===== config.mk =====
export PLATFORM = sky130hd
export DESIGN_NAME = pipe_hazard_ctrl
export DESIGN_NICKNAME = d
export VERILOG_FILES = /design/src/rtl/pipe_hazard_ctrl.sv
export SDC_FILE = /design/constraint.sdc
export NUM_CORES = 1
export LEC_CHECK = 0
export CAP_MARGIN = 20
export CORE_ASPECT_RATIO = 0.75
export CORE_MARGIN = 2
export CORE_UTILIZATION = 41
export DETAILED_ROUTE_END_ITERATION = 16
export GPL_TIMING_DRIVEN = 1
export PLACE_DENSITY = 0.86
export SLEW_MARGIN = 20
export SYNTH_ARGS = -nofsm -noshare
export SYNTH_HDL_FRONTEND = slang
export SYNTH_SLANG_ARGS = --single-unit

===== constraint.sdc =====
create_clock -name clk -period 1.95 [get_ports clk]
set_input_delay 0.2925 -clock clk [delete_from_list [all_inputs] [get_ports clk]]
set_output_delay 0.2925 -clock clk [all_outputs]
set_load 0.01 [all_outputs]

===== src/rtl/pipe_hazard_ctrl.sv =====
// Stall/flush controller for the PC/ID/EXE/MEM/WB pipeline registers.
// Arbitrates exceptions, cache stalls, multi-cycle divide, load-use and branch redirects.
module pipe_hazard_ctrl #(
  parameter int DIV_CYCLES = 32
) (
  input  logic       clk,
  input  logic       rst,
  input  logic       ICache_Busy,
  input  logic       DCache_Busy,
  input  logic       EXE_IsLoad,
  input  logic [4:0] EXE_Dst,
  input  logic [4:0] ID_rs,
  input  logic [4:0] ID_rt,
  input  logic       EXE_IsDiv,
  input  logic       EXE_BrRedirect,
  input  logic       MEM_ExcValid,
  output logic       PC_Wr,
  output logic       ID_Wr,
  output logic       ID_Flush,
  output logic       EXE_Wr,
  output logic       EXE_Flush,
  output logic       MEM_Wr,
  output logic       MEM_Flush,
  output logic       WB_Wr,
  output logic       WB_Flush,
  output logic       PC_SelExc,
  output logic       PC_SelBr,
  output logic       Div_Start,
  output logic       Div_Busy
);

  localparam int CNT_W = $clog2(DIV_CYCLES) + 1;

  typedef enum logic [1:0] {IDLE, EXC_PEND, BR_PEND} redir_state_e;
  typedef enum logic [1:0] {D_IDLE, D_RUN, D_DONE} div_state_e;

  redir_state_e     redir_q, redir_d;
  div_state_e       div_q, div_d;
  logic [CNT_W-1:0] div_cnt_q, div_cnt_d;

  logic exc_take, load_use, div_stall, br_req, any_stall;

  // A fresh exception waits while MEM is stalled on the D-cache; a pending one always wins.
  always_comb begin
    exc_take  = (MEM_ExcValid && !DCache_Busy) || (redir_q == EXC_PEND);
    load_use  = EXE_IsLoad && (EXE_Dst != 5'd0) &&
                ((EXE_Dst == ID_rs) || (EXE_Dst == ID_rt));
    div_stall = (div_q == D_RUN) || ((div_q == D_IDLE) && EXE_IsDiv);
    br_req    = EXE_BrRedirect || (redir_q == BR_PEND);
    any_stall = DCache_Busy || div_stall || load_use || ICache_Busy;
  end

  // NOTE: every output is given a default before the priority chain so no path infers a latch.
  always_comb begin
    PC_Wr     = 1'b1;
    ID_Wr     = 1'b1;
    ID_Flush  = 1'b0;
    EXE_Wr    = 1'b1;
    EXE_Flush = 1'b0;
    MEM_Wr    = 1'b1;
    MEM_Flush = 1'b0;
    WB_Wr     = 1'b1;
    WB_Flush  = 1'b0;
    PC_SelExc = 1'b0;
    PC_SelBr  = 1'b0;
    Div_Start = 1'b0;
    Div_Busy  = (div_q == D_RUN);
    if (exc_take) begin
      ID_Flush  = 1'b1;
      EXE_Flush = 1'b1;
      MEM_Flush = 1'b1;
      if (ICache_Busy) PC_Wr     = 1'b0;
      else             PC_SelExc = 1'b1;
    end else if (DCache_Busy) begin
      PC_Wr    = 1'b0;
      ID_Wr    = 1'b0;
      EXE_Wr   = 1'b0;
      MEM_Wr   = 1'b0;
      WB_Flush = 1'b1;
    end else if (div_stall) begin
      PC_Wr     = 1'b0;
      ID_Wr     = 1'b0;
      EXE_Wr    = 1'b0;
      MEM_Flush = 1'b1;
      Div_Start = (div_q == D_IDLE);
    end else if (load_use) begin
      PC_Wr     = 1'b0;
      ID_Wr     = 1'b0;
      EXE_Flush = 1'b1;
    end else if (ICache_Busy) begin
      PC_Wr    = 1'b0;
      ID_Flush = 1'b1;
    end else if (br_req) begin
      PC_SelBr = 1'b1;
      ID_Flush = 1'b1;
    end
  end

  always_comb begin
    redir_d   = redir_q;
    div_d     = div_q;
    div_cnt_d = div_cnt_q;
    if (exc_take) begin
      redir_d   = ICache_Busy ? EXC_PEND : IDLE;
      div_d     = D_IDLE;
      div_cnt_d = '0;
    end else begin
      if (br_req) redir_d = any_stall ? BR_PEND : IDLE;
      // A D-cache stall freezes the divider so its EXE occupancy stays exact.
      if (!DCache_Busy) begin
        case (div_q)
          D_IDLE: if (EXE_IsDiv) begin
            div_d     = D_RUN;
            div_cnt_d = CNT_W'(DIV_CYCLES - 1);
          end
          D_RUN: begin
            div_cnt_d = div_cnt_q - 1'b1;
            if (div_cnt_q <= CNT_W'(1)) div_d = D_DONE;
          end
          D_DONE:  div_d = D_IDLE;
          default: div_d = D_IDLE;
        endcase
      end
    end
  end

  // NOTE: state registers use non-blocking assignments so all flops update from pre-edge values.
  always_ff @(posedge clk or negedge rst) begin
    if (!rst) begin
      redir_q   <= IDLE;
      div_q     <= D_IDLE;
      div_cnt_q <= '0;
    end else begin
      redir_q   <= redir_d;
      div_q     <= div_d;
      div_cnt_q <= div_cnt_d;
    end
  end

endmodule


Word level (Yosys, flattened, before mapping)

Index checks and enable logic that the tools add are counted.

Reduce and logical (&&, ||, !) cells: 18
Equality and inequality tests: 8
$add $sub $neg: 1
Mux-type cells: 51
$lt $le $gt $ge: 1

Operators by type and width:

| cell                  | count |
|---|---|
| $mux W1               | 39 |
| $mux W6               | 3 |
| $mux W2               | 7 |
| $pmux W6 S2           | 1 |
| $eq A5 B5 Y1          | 2 |
| $logic_or A1 B1 Y1    | 7 |
| $le A6 B1 Y1 const B  | 1 |
| $reduce_and A3 Y1     | 2 |
| $sub A6 B1 Y6 const B | 1 |
| $reduce_bool A5 Y1    | 1 |
| $eq A2 B1 Y1 const B  | 2 |
| $logic_and A1 B1 Y1   | 4 |
| $pmux W2 S2           | 1 |
| $ne A3 B1 Y1 const B  | 1 |
| $ne A3 B3 Y1 const B  | 1 |
| $reduce_bool A3 Y1    | 1 |
| $eq A2 B2 Y1 const B  | 1 |
| $logic_not A2 Y1      | 1 |
| $ne A2 B1 Y1 const B  | 1 |
| $reduce_bool A2 Y1    | 1 |
| $logic_not A1 Y1      | 1 |

Flip-flop bits (word level): 10
Logic and storage cells: 82
Input bits: 23
Output and inout bits: 13

Longest topological paths before layout

Gate-level depths: netlist of the first run.

Depth after elaboration: 9
Mapped depth: 6
Depth with buffers taken out: 6

Least setup slack after synthesis of the first run

OpenSTA, ideal clock, no wires.

Path kind: input-to-output
From: input port EXE_Dst[1]
To: output port PC_SelBr
Cell stages on the path: 4
Path slack: 316 ps
Required time: 1657 ps
Data arrival time: 1341 ps
Cell sequence: or4_1 o21ai_2 a21oi_2 nor3_1

Word-level cells in the longest chain between the ends: 7
Elaborated cells on any way between the ends: 10
Those cells by class: eq/ne: 2; mux: 4; reduce/logical: 4

RTL lines:

| item                                                      | RTL line | RTL |
|---|---|---|
| start, declared                                           | 11       | `input logic [4:0] EXE_Dst,` |
| $eq A5 B5 Y1 or $reduce_bool A5 Y1 (tied branches)        | 47, 46   |  |
| $logic_or A1 B1 Y1 or $logic_and A1 B1 Y1 (tied branches) | 47, 46   |  |
| $logic_and A1 B1 Y1 *                                     | 46       | `load_use = EXE_IsLoad && (EXE_Dst != 5'd0) &&` |
| $mux W1 *                                                 | 86       | `end else if (load_use) begin` |
| $mux W1 *                                                 | 80       | `end else if (div_stall) begin` |
| $mux W1 *                                                 | 74       | `end else if (DCache_Busy) begin` |
| $mux W1 *                                                 | 68       | `if (exc_take) begin` |
| end, declared                                             | 27       | `output logic PC_SelBr,` |

Every way passes the cells marked *; elsewhere a longest branch is shown, timed or not.

Final worst setup path of the first run

From: input port EXE_Dst[1]
To: output port ID_Flush

Word-level cells in the longest chain between the ends: 7
Elaborated cells on any way between the ends: 10
Those cells by class: eq/ne: 2; mux: 4; reduce/logical: 4

RTL lines:

| item                                                      | RTL line | RTL |
|---|---|---|
| $eq A5 B5 Y1 or $reduce_bool A5 Y1 (tied branches)        | 47, 46   |  |
| $logic_or A1 B1 Y1 or $logic_and A1 B1 Y1 (tied branches) | 47, 46   |  |
| $logic_and A1 B1 Y1 *                                     | 46       |  |
| $mux W1 *                                                 | 86       |  |
| $mux W1 *                                                 | 80       |  |
| $mux W1 *                                                 | 74       |  |
| $mux W1 *                                                 | 68       |  |
| end, declared                                             | 19       | `output logic ID_Flush,` |

Marks and branches as above.

==> results of run 1 <==
-- state kept, by name (all words and copies together) (netlist names) --
register / flops
div_cnt_q: 6
div_q: 2
redir_q: 2
-- layout make-up --
| class | instances | area [µm²] |
|---|---|---|
| multi-input combinational | 80 | 581 |
| timing repair buffer | 65 | 554 |
| fill | 107 | 310 |
| sequential | 10 | 250 |
| clock buffer | 4 | 36.3 |
| inverter | 8 | 30.0 |
| tap | 22 | 27.5 |
-- kinds of logic after synthesis --
logic type	synth area share
other	0.00470
buffers and inverters	0.0580
adder cells (fa/ha/maj)	0.0313
AO/OA/AOI/OAI	0.232
AND/OR/NAND/NOR	0.251
flip-flops	0.313
XOR/XNOR	0.110
-- routing by layer --
| layer | up-vias | GRT usage | part of all wire |
|---|---|---|---|
| li1 | 484 | - | - |
| met1 | 515 | 0.374 | 0.44 |
| met2 | 42 | 0.443 | 0.48 |
| met3 | 8 | 0.0821 | 0.057 |
| met4 | 0 | 0.0537 | 0.017 |
| met5 | - | 0 | 0 |
-- synthesized netlist by cell type, types with 2 or more instances --
cell / number
ha_1: 2
inv_1: 8
nand2_1: 6
nand3_1: 3
nor3_1: 7
dfrtp_1: 10
xor2_1: 6
o31ai_1: 2
or3_1: 2
xnor2_1: 4
nor2_1: 12
nand2b_1: 3
a21o_1: 2
a21oi_1: 4
o21ai_0: 7
-- metrics by stage --
step | setup slack, ns | hold WS (ns) | power [mW] | instances
final | 0.0173 | 0.346 | 1.29 | 189
after global routing | -0.0778 | 0.398 | 1.37 | 189
after CTS | -0.00425 | 0.366 | 1.23 | 188
after detailed placement | -0.672 | 0.507 | 1.03 | 177
after global placement | -0.608 | 0.484 | 0.999 | 177
after floorplan | 0.316 | -0.00309 | 0.675 | 101
-- timing repair --
action,in CTS,in global routing
resized for setup,58,21
setup endpoints to repair,9,7
pin swaps,11,14
setup buffers,7,1
-- worst max-delay path, stage by stage --
cell	delay, ns
buf_6	0.09
or4_4	0.54
o21ai_4	0.16
a21oi_4	0.07
buf_6	0.13
o31ai_4	0.19
buf_2	0.16
-- power groups by stage --
stage	clock network [mW]	registers [mW]	logic (mW)
final	0.190	0.348	0.757
after global routing	0.202	0.355	0.811
after CTS	0.191	0.338	0.700
after detailed placement	0	0.337	0.693
after global placement	0	0.334	0.665
after floorplan	0	0.331	0.345
-- worst paths after layout --
check	from	to	slack, ns	cells after the start
min in group clk	div_cnt_q[4]$_DFFE_PN0P_	div_cnt_q[4]$_DFFE_PN0P_	0.53	1
worst max-delay path	EXE_Dst[1]	ID_Flush	0.02	7
worst min register to register	div_cnt_q[4]$_DFFE_PN0P_	div_cnt_q[4]$_DFFE_PN0P_	0.53	1
worst min-delay path	rst	div_q[1]$_DFFE_PN0P_	0.35	1
max in group asynchronous	rst	div_cnt_q[1]$_DFFE_PN0P_	1.27	1
worst max register to register	div_q[1]$_DFFE_PN0P_	div_cnt_q[2]$_DFFE_PN0P_	0.24	6
==> out/metrics.cfg, run 1 <==
[critical_path]
start_kind = primary input
critPathArrivalTime_ns = 1.64
worstSetupEndpointType = output port
cp_max_fo = 5
critPathKind = in -> out
critPathRequiredTime_ns = 1.66

[clock_tree]
cts_tree = built
cts_buffer_depth = 2
cts_buffers = 3
cts_root_buf = clkbuf_4
hold_buffers = 0
cts.clk_slew.worst_paths_ns = 0.07
htree_levels = 1
cts_sinks = 10
insertion_delay_ns = 0.27

[synth]
ys_ff_latch = 10
synth.area.top_cells = dfrtp_1 31%, xor2_1 6.6%, nor2_1 5.6%
synth.largest_area_cell = dfrtp_1
netlist.area_leader.share = 0.313
syn_inst = 101
synth_seq_area_share = 0.313
ys_types = 38
ys_warn_count = 0
synthFlopType = dfrtp_1
synth-edff-count = 0
syn_avg_cell_area_um2 = 7.90
synth_async_sr_flop_share = 1.00
syn_nets = 126
syn_area_um2 = 798

[power]
p_sw_mw = 0.533
total_leakage_power_nw = 0.744
powerDensity_nw_per_um2 = 875
p_int_mw = 0.761
power_frac_seq = 0.269
share_clk_of_total_power = 0.147
power_frac_comb = 0.585
vdd_drop_max_v = 0.000726
swShare = 0.412

[sta]
setup_viol = 0
drv_slew = 0
final_hold_viol_count = 0
period_share = 0.991
fin_tns_setup_ns = 0
relSlewSlack = 0.645
fmax_ghz = 0.517
rsz0062_at_grt = true
tightest_slew_ns = 0.525
period_minus_slack_ns = 1.93
finClkSkew_ns = 0.00528

[detailed_routing]
post_drt_wl_per_cell_um = 17.1
antenna_left = 0
wl_um = 3230
vias = 1049
dr.pass1.iters = 4
drc_errors = 0
drtIter0Drc = 44
detail_route.vias_per_cell = 5.55

[placed_design]
place_congestion = 0.863
hpwl_um = 2110
port_buffers = 34
placed_area_um2 = 1320

[grt]
grt_pass1_vias = 985
grt_usage = 0.279
grt_max_degree = 11
grt_pass1_wl_um = 4620
grt_overflow_total = 0
antenna_found_initial = 0

[final_layout]
final_nets = 193
antenna_cells = 0
synthToLayoutAreaGrowth_pct = 85.3
final_common_cell = buf_4
mostFrequentLayoutCells = 28 x buf_4, 11 x nor2_1, 10 x dfrtp_1, 10 x clkdlybuf4s50_1, 9 x dlygate4sd2_1
drive_gt1_frac = 0.371
fin_util = 0.827
fin_area_um2 = 1480

[die]
start_util = 0.446
die_x_um = 55.0
dieArea_um2 = 2320
row_count = 13
die_height_um = 42.2
ios = 36
coreArea_um2 = 1790

[flow_run]
drv_cap = 0

[worst_hold_path]
hold_path_class = in -> async

[status]
outcome = completed

Note: power is estimated with default switching activity, not from simulation.
==> run 2, diff against run 1 <==
--- a/config.mk
+++ b/config.mk
@@ -8,10 +8,10 @@
 export CAP_MARGIN = 20
 export CORE_ASPECT_RATIO = 0.75
 export CORE_MARGIN = 2
-export CORE_UTILIZATION = 41
+export CORE_UTILIZATION = 37
 export DETAILED_ROUTE_END_ITERATION = 16
 export GPL_TIMING_DRIVEN = 1
-export PLACE_DENSITY = 0.86
+export PLACE_DENSITY = 0.82
 export SLEW_MARGIN = 20
 export SYNTH_ARGS = -nofsm -noshare
 export SYNTH_HDL_FRONTEND = slang
==> constraint.sdc (replaced) <==
create_clock -name clk -period 1.7 [get_ports clk]
set_input_delay 0.255 -clock clk [delete_from_list [all_inputs] [get_ports clk]]
set_output_delay 0.255 -clock clk [all_outputs]
set_load 0.01 [all_outputs]
==> run 2 against run 1 <==
Compared with the run above: worst hold slack worse by 0.043 ns; non-clock buffer count up 3; first-iteration DRC count up 57%; the run now ends with setup timing left; via count up 1.3%; cell area up 2.5%; largest power group unchanged; power up 18%.
==> out/metrics.cfg, run 2 (synthesis gave the netlist of run 1 again) <==
[status]
outcome = complete, but fails checks
failed_checks = setup timing

[clock_tree]
cts_buffer_depth = 2
hold_buffers = 0
cts.clk_slew.worst_paths_ns = 0.07
htree_levels = 1
cts_sinks = 10
cts_root_buf = clkbuf_4
insertion_delay_ns = 0.27
cts_buffers = 3
cts_tree = built

[final_layout]
final_common_cell = buf_4
top_register = div_cnt_q
mostFrequentLayoutCells = 25 x buf_4, 11 x nor2_1, 11 x buf_2, 11 x buf_6, 10 x dfrtp_1
synthToLayoutAreaGrowth_pct = 89.8
antenna_cells = 0
largest_reg_flops = 6
final_nets = 196
drive_gt1_frac = 0.459
largestRegisters = div_cnt_q: 6 flops, div_q: 2 flops, redir_q: 2 flops

[critical_path]
reg2regPathDepth = 5
cp-startpoint = EXE_Dst[1]
start_kind = primary input
path_cells = buf_6 -> or4_4 -> o21ai_4 -> a21oi_4 -> buf_6 -> o31ai_4 -> buf_2
max_stage_delay_ns = 0.55
reg2reg_setup_slack_ns = 0.13
cp_top_family = simple AND/OR/NAND/NOR gates
reg2reg_from = div_cnt_q[0]$_DFFE_PN0P_
critPathBufInv = 3
worst_path_max_delay_cell = or4_4
timing.critical_path.mode_cell = buf_6
endpoint = ID_Flush
path_depth = 7
critPathKind = in -> out
cp_max_fo = 4
critPathRequiredTime_ns = 1.44
worstSetupEndpointType = output port
critPathArrivalTime_ns = 1.58
r2r-end = div_cnt_q[5]$_DFFE_PN0P_

[die]
row_count = 14
ios = 36
die_height_um = 44.2
die_x_um = 57.6
coreArea_um2 = 2010
dieArea_um2 = 2550
start_util = 0.396

[sta]
final_hold_viol_count = 0
holdWs_ns = 0.303
setup_viol = 5
period_share = 1.08
finalWorstSetupSlack_ns = -0.131
period_minus_slack_ns = 1.83
drv_slew = 0
fmax_ghz = 0.546
rsz0062_at_grt = true
finClkSkew_ns = 0.00913

[power]
powerDensity_nw_per_um2 = 1010
vdd_drop_max_v = 0.000761
total_leakage_power_nw = 0.748

[detailed_routing]
vias = 1063
dr.pass1.iters = 4
post_drt_wl_per_cell_um = 16.1
detail_route.vias_per_cell = 5.48
drtIter0Drc = 69
drc_errors = 0
antenna_left = 0
wl_um = 3120

[grt]
grt_pass1_vias = 1061
grt_usage = 0.248
grt_pass1_wl_um = 4740
grt_overflow_total = 0
grt_max_degree = 11
antenna_found_initial = 0

[flow_run]
drv_cap = 0

[placed_design]
port_buffers = 34
place_congestion = 0.850
post-place-ws_ns = -0.812
hpwl_um = 1880

[worst_hold_path]
hold_path_class = in -> async

==> run 2: cell count changes in the layout (fill, tap and decap cells not counted), moves of 2 or more <==
cell	previous run	this run
buf_4	28	25
dlymetal6s2s_1	3	0
o21ai_1	0	2
o21ai_0	6	4
clkbuf_2	3	5
buf_6	6	11
dlygate4sd2_1	9	7
clkdlybuf4s50_1	10	5
buf_2	4	11
==> run 2: layout make-up <==
cell class                      count  area, µm²
Fill cell                         144        499
Tap cell                           24       30.0
Inverter                            8       30.0
Clock buffer                        4       36.3
Timing Repair Buffer               68        558
Multi-Input combinational cell     80        611
Sequential cell                    10        250
==> run 2: worst min-delay path by stage <==
stage,from,to,slack [ns],depth (start not counted)
after floorplan,rst,div_cnt_q[0]$_DFFE_PN0P_,-0.04,0
after global placement,div_cnt_q[2]$_DFFE_PN0P_,div_cnt_q[2]$_DFFE_PN0P_,0.48,1
after detailed placement,div_cnt_q[2]$_DFFE_PN0P_,div_cnt_q[2]$_DFFE_PN0P_,0.49,1
after CTS,rst,div_cnt_q[5]$_DFFE_PN0P_,0.31,1
after global routing,rst,div_cnt_q[2]$_DFFE_PN0P_,0.33,1
final,rst,div_cnt_q[4]$_DFFE_PN0P_,0.30,1
==> run 2: per-layer routing <==
metal	track usage	vias to the layer above	wire length (µm)
met1	0.278	496	1130
met3	0.0643	10	295
met5	0	-	0
met2	0.457	68	1620
li1	-	489	-
met4	0.0930	0	80
==> run 2: repair_timing <==
item | CTS | global route
buffers inserted | 8 | 3
pin swaps | 16 | 9
gates resized for setup | 95 | 28
setup endpoints to repair | 12 | 10
cloned | 0 | 0
endpoints found under the hold margin | 0 | 0
==> run 2: stage by stage <==
| stage | utilization | instance area (µm²) | instances | power, mW | TNS [ns] |
|---|---|---|---|---|---|
| after floorplan | - | 798 | 101 | 0.775 | 0 |
| after global placement | 0.661 | 1330 | 180 | 1.16 | -5.98 |
| after detailed placement | 0.661 | 1330 | 180 | 1.19 | -6.49 |
| after CTS | 0.710 | 1430 | 192 | 1.42 | -0.411 |
| after global routing | 0.752 | 1520 | 194 | 1.62 | -0.747 |
| final | 0.752 | 1520 | 194 | 1.53 | -0.509 |
==> run 2: where the power goes <==
| group | leakage, nW | switching, mW | internal, mW | total, mW |
|---|---|---|---|---|
| sequential | 0.128 | 0.0804 | 0.317 | 0.398 |
| clock | 0.0210 | 0.0861 | 0.130 | 0.216 |
| combinational | 0.599 | 0.453 | 0.461 | 0.913 |
==> run 3, diff against run 2 <==
--- a/config.mk
+++ b/config.mk
@@ -12,6 +12,7 @@
 export DETAILED_ROUTE_END_ITERATION = 16
 export GPL_TIMING_DRIVEN = 1
 export PLACE_DENSITY = 0.82
+export SKIP_CTS_REPAIR_TIMING = 1
 export SLEW_MARGIN = 20
 export SYNTH_ARGS = -nofsm -noshare
 export SYNTH_HDL_FRONTEND = slang
==> run 3 against run 2 <==
Compared with the run above: the flow still finishes with violations (setup timing); first-iteration DRC count shrank 42%; clock skew is 0.0036 ns lower; setup slack worse by 0.023 ns; critical path depth unchanged; die area stayed put; sequential power is 2% lower; combinational power shrank 6.0%; critical endpoint unchanged; largest cell class unchanged.
==> out/metrics.cfg, run 3 (synthesis gave the netlist of run 1 again) <==
[status]
outcome = complete, but fails checks
failed_checks = setup timing

[worst_hold_path]
hold_path_class = in -> async

[critical_path]
path_cells = buf_8 -> or4_4 -> o21ai_4 -> a21oi_4 -> buf_6 -> o31ai_2 -> buf_2
cp_max_fo = 4
critPathBufInv = 3
reg2regPathDepth = 5
critPathKind = in -> out
worstSetupEndpointType = output port
start_kind = primary input
max_stage_delay_ns = 0.53
critPathRequiredTime_ns = 1.44
worst_path_max_delay_cell = or4_4
path_depth = 7
critPathArrivalTime_ns = 1.60
cp_top_family = simple AND/OR/NAND/NOR gates

[detailed_routing]
drc_errors = 0
detail_route.vias_per_cell = 5.28
vias = 992
wl_um = 2670
post_drt_wl_per_cell_um = 14.2
drtIter0Drc = 40
antenna_left = 0
dr.pass1.iters = 5

[sta]
drv_slew = 0
final_hold_viol_count = 0
period_share = 1.09
period_minus_slack_ns = 1.85
setup_viol = 5
fmax_ghz = 0.539
rsz0062_at_grt = true
finalWorstSetupSlack_ns = -0.155
finClkSkew_ns = 0.00555

[final_layout]
largest_reg_flops = 6
antenna_cells = 0
final_nets = 190
synthToLayoutAreaGrowth_pct = 91.5
fin_cells = 188
fin_util = 0.759
mostFrequentLayoutCells = 25 x buf_4, 18 x dlymetal6s2s_1, 11 x nor2_1
largestRegisters = div_cnt_q: 6 flops, div_q: 2 flops, redir_q: 2 flops
drive_gt1_frac = 0.390
final_common_cell = buf_4
top_register = div_cnt_q

[placed_design]
post-place-ws_ns = -0.812
placed_cells = 180
hpwl_um = 1880
port_buffers = 34
place_congestion = 0.850

[die]
die_height_um = 44.2
ios = 36
start_util = 0.396
row_count = 14
dieArea_um2 = 2550
coreArea_um2 = 2010
die_x_um = 57.6

[flow_run]
drv_cap = 0

[grt]
grt_pass1_vias = 917
grt_pass1_wl_um = 3930
grt_usage = 0.202
grt_overflow_total = 0
antenna_found_initial = 0
grt_max_degree = 11

[power]
total_leakage_power_nw = 0.878
powerDensity_nw_per_um2 = 957
vdd_drop_max_v = 0.000739

[clock_tree]
cts_tree = built
cts.clk_slew.worst_paths_ns = 0.07
cts_sinks = 10
insertion_delay_ns = 0.27
cts_buffer_depth = 2
cts_buffers = 3
htree_levels = 1
cts_root_buf = clkbuf_4

==> run 3: changes by cell type in the layout (fill, tap and decap cells not counted), moves of 2 or more <==
cell	before	now
dlymetal6s2s_1	0	18
buf_6	11	4
dlygate4sd2_1	7	0
buf_2	11	6
clkbuf_2	5	3
clkdlybuf4s15_1	2	0
xnor2_1	4	2
xnor2_2	0	2
==> run 3: path summary, 6_finish.rpt <==
check / from / slack, ns / end
worst min-delay path: rst / 0.31 / div_q[0]$_DFFE_PN0P_
min in group clk: div_cnt_q[2]$_DFFE_PN0P_ / 0.51 / div_cnt_q[2]$_DFFE_PN0P_
max in group asynchronous: rst / 1.06 / redir_q[1]$_DFFE_PN0P_
worst max-delay path: EXE_Dst[4] / -0.15 / ID_Flush
worst min register to register: div_cnt_q[2]$_DFFE_PN0P_ / 0.51 / div_cnt_q[2]$_DFFE_PN0P_
worst max register to register: div_q[1]$_DFFE_PN0P_ / 0.11 / div_cnt_q[3]$_DFFE_PN0P_
==> run 3: layer usage <==
| metal | wire length (µm) | track usage |
|---|---|---|
| met2 | 1330 | 0.357 |
| met5 | 0 | 0 |
| met3 | 218 | 0.0585 |
| met1 | 1050 | 0.245 |
| met4 | 80 | 0.0512 |
==> run 3: stage by stage <==
step           setup TNS, ns  hold WS (ns)  power (mW)  area, µm²
2_1_floorplan              0       -0.0406       0.775        798
3_3_place_gp           -5.98         0.481        1.16       1330
3_5_place_dp           -6.49         0.488        1.19       1330
4_1_cts                -6.15         0.310        1.42       1370
5_1_grt               -0.763         0.338        1.58       1530
6_report              -0.450         0.311        1.46       1530
==> run 3: worst register-to-register path: cells and delay by family, from the launching register on <==
| kind | cells | cell delay (ns) |
|---|---|---|
| AO/OA/AOI/OAI | 2 | 0.40 |
| flip-flops | 1 | 0.38 |
| AND/OR/NAND/NOR | 1 | 0.38 |
| buffers and inverters | 2 | 0.32 |
==> run 3: area by class of cell <==
| cell class | instances | area, µm² |
|---|---|---|
| clock buffer | 4 | 36.3 |
| fill | 149 | 485 |
| inverter | 8 | 30.0 |
| multi-input combinational | 80 | 614 |
| sequential | 10 | 250 |
| tap | 24 | 30.0 |
| timing repair buffer | 62 | 568 |
==> run 3: power breakdown <==
group / leakage, nW / internal [mW] / total (mW) / switching [mW]
clock: 0.0210 / 0.130 / 0.215 / 0.0844
combinational: 0.729 / 0.441 / 0.858 / 0.417
sequential: 0.128 / 0.317 / 0.391 / 0.0738
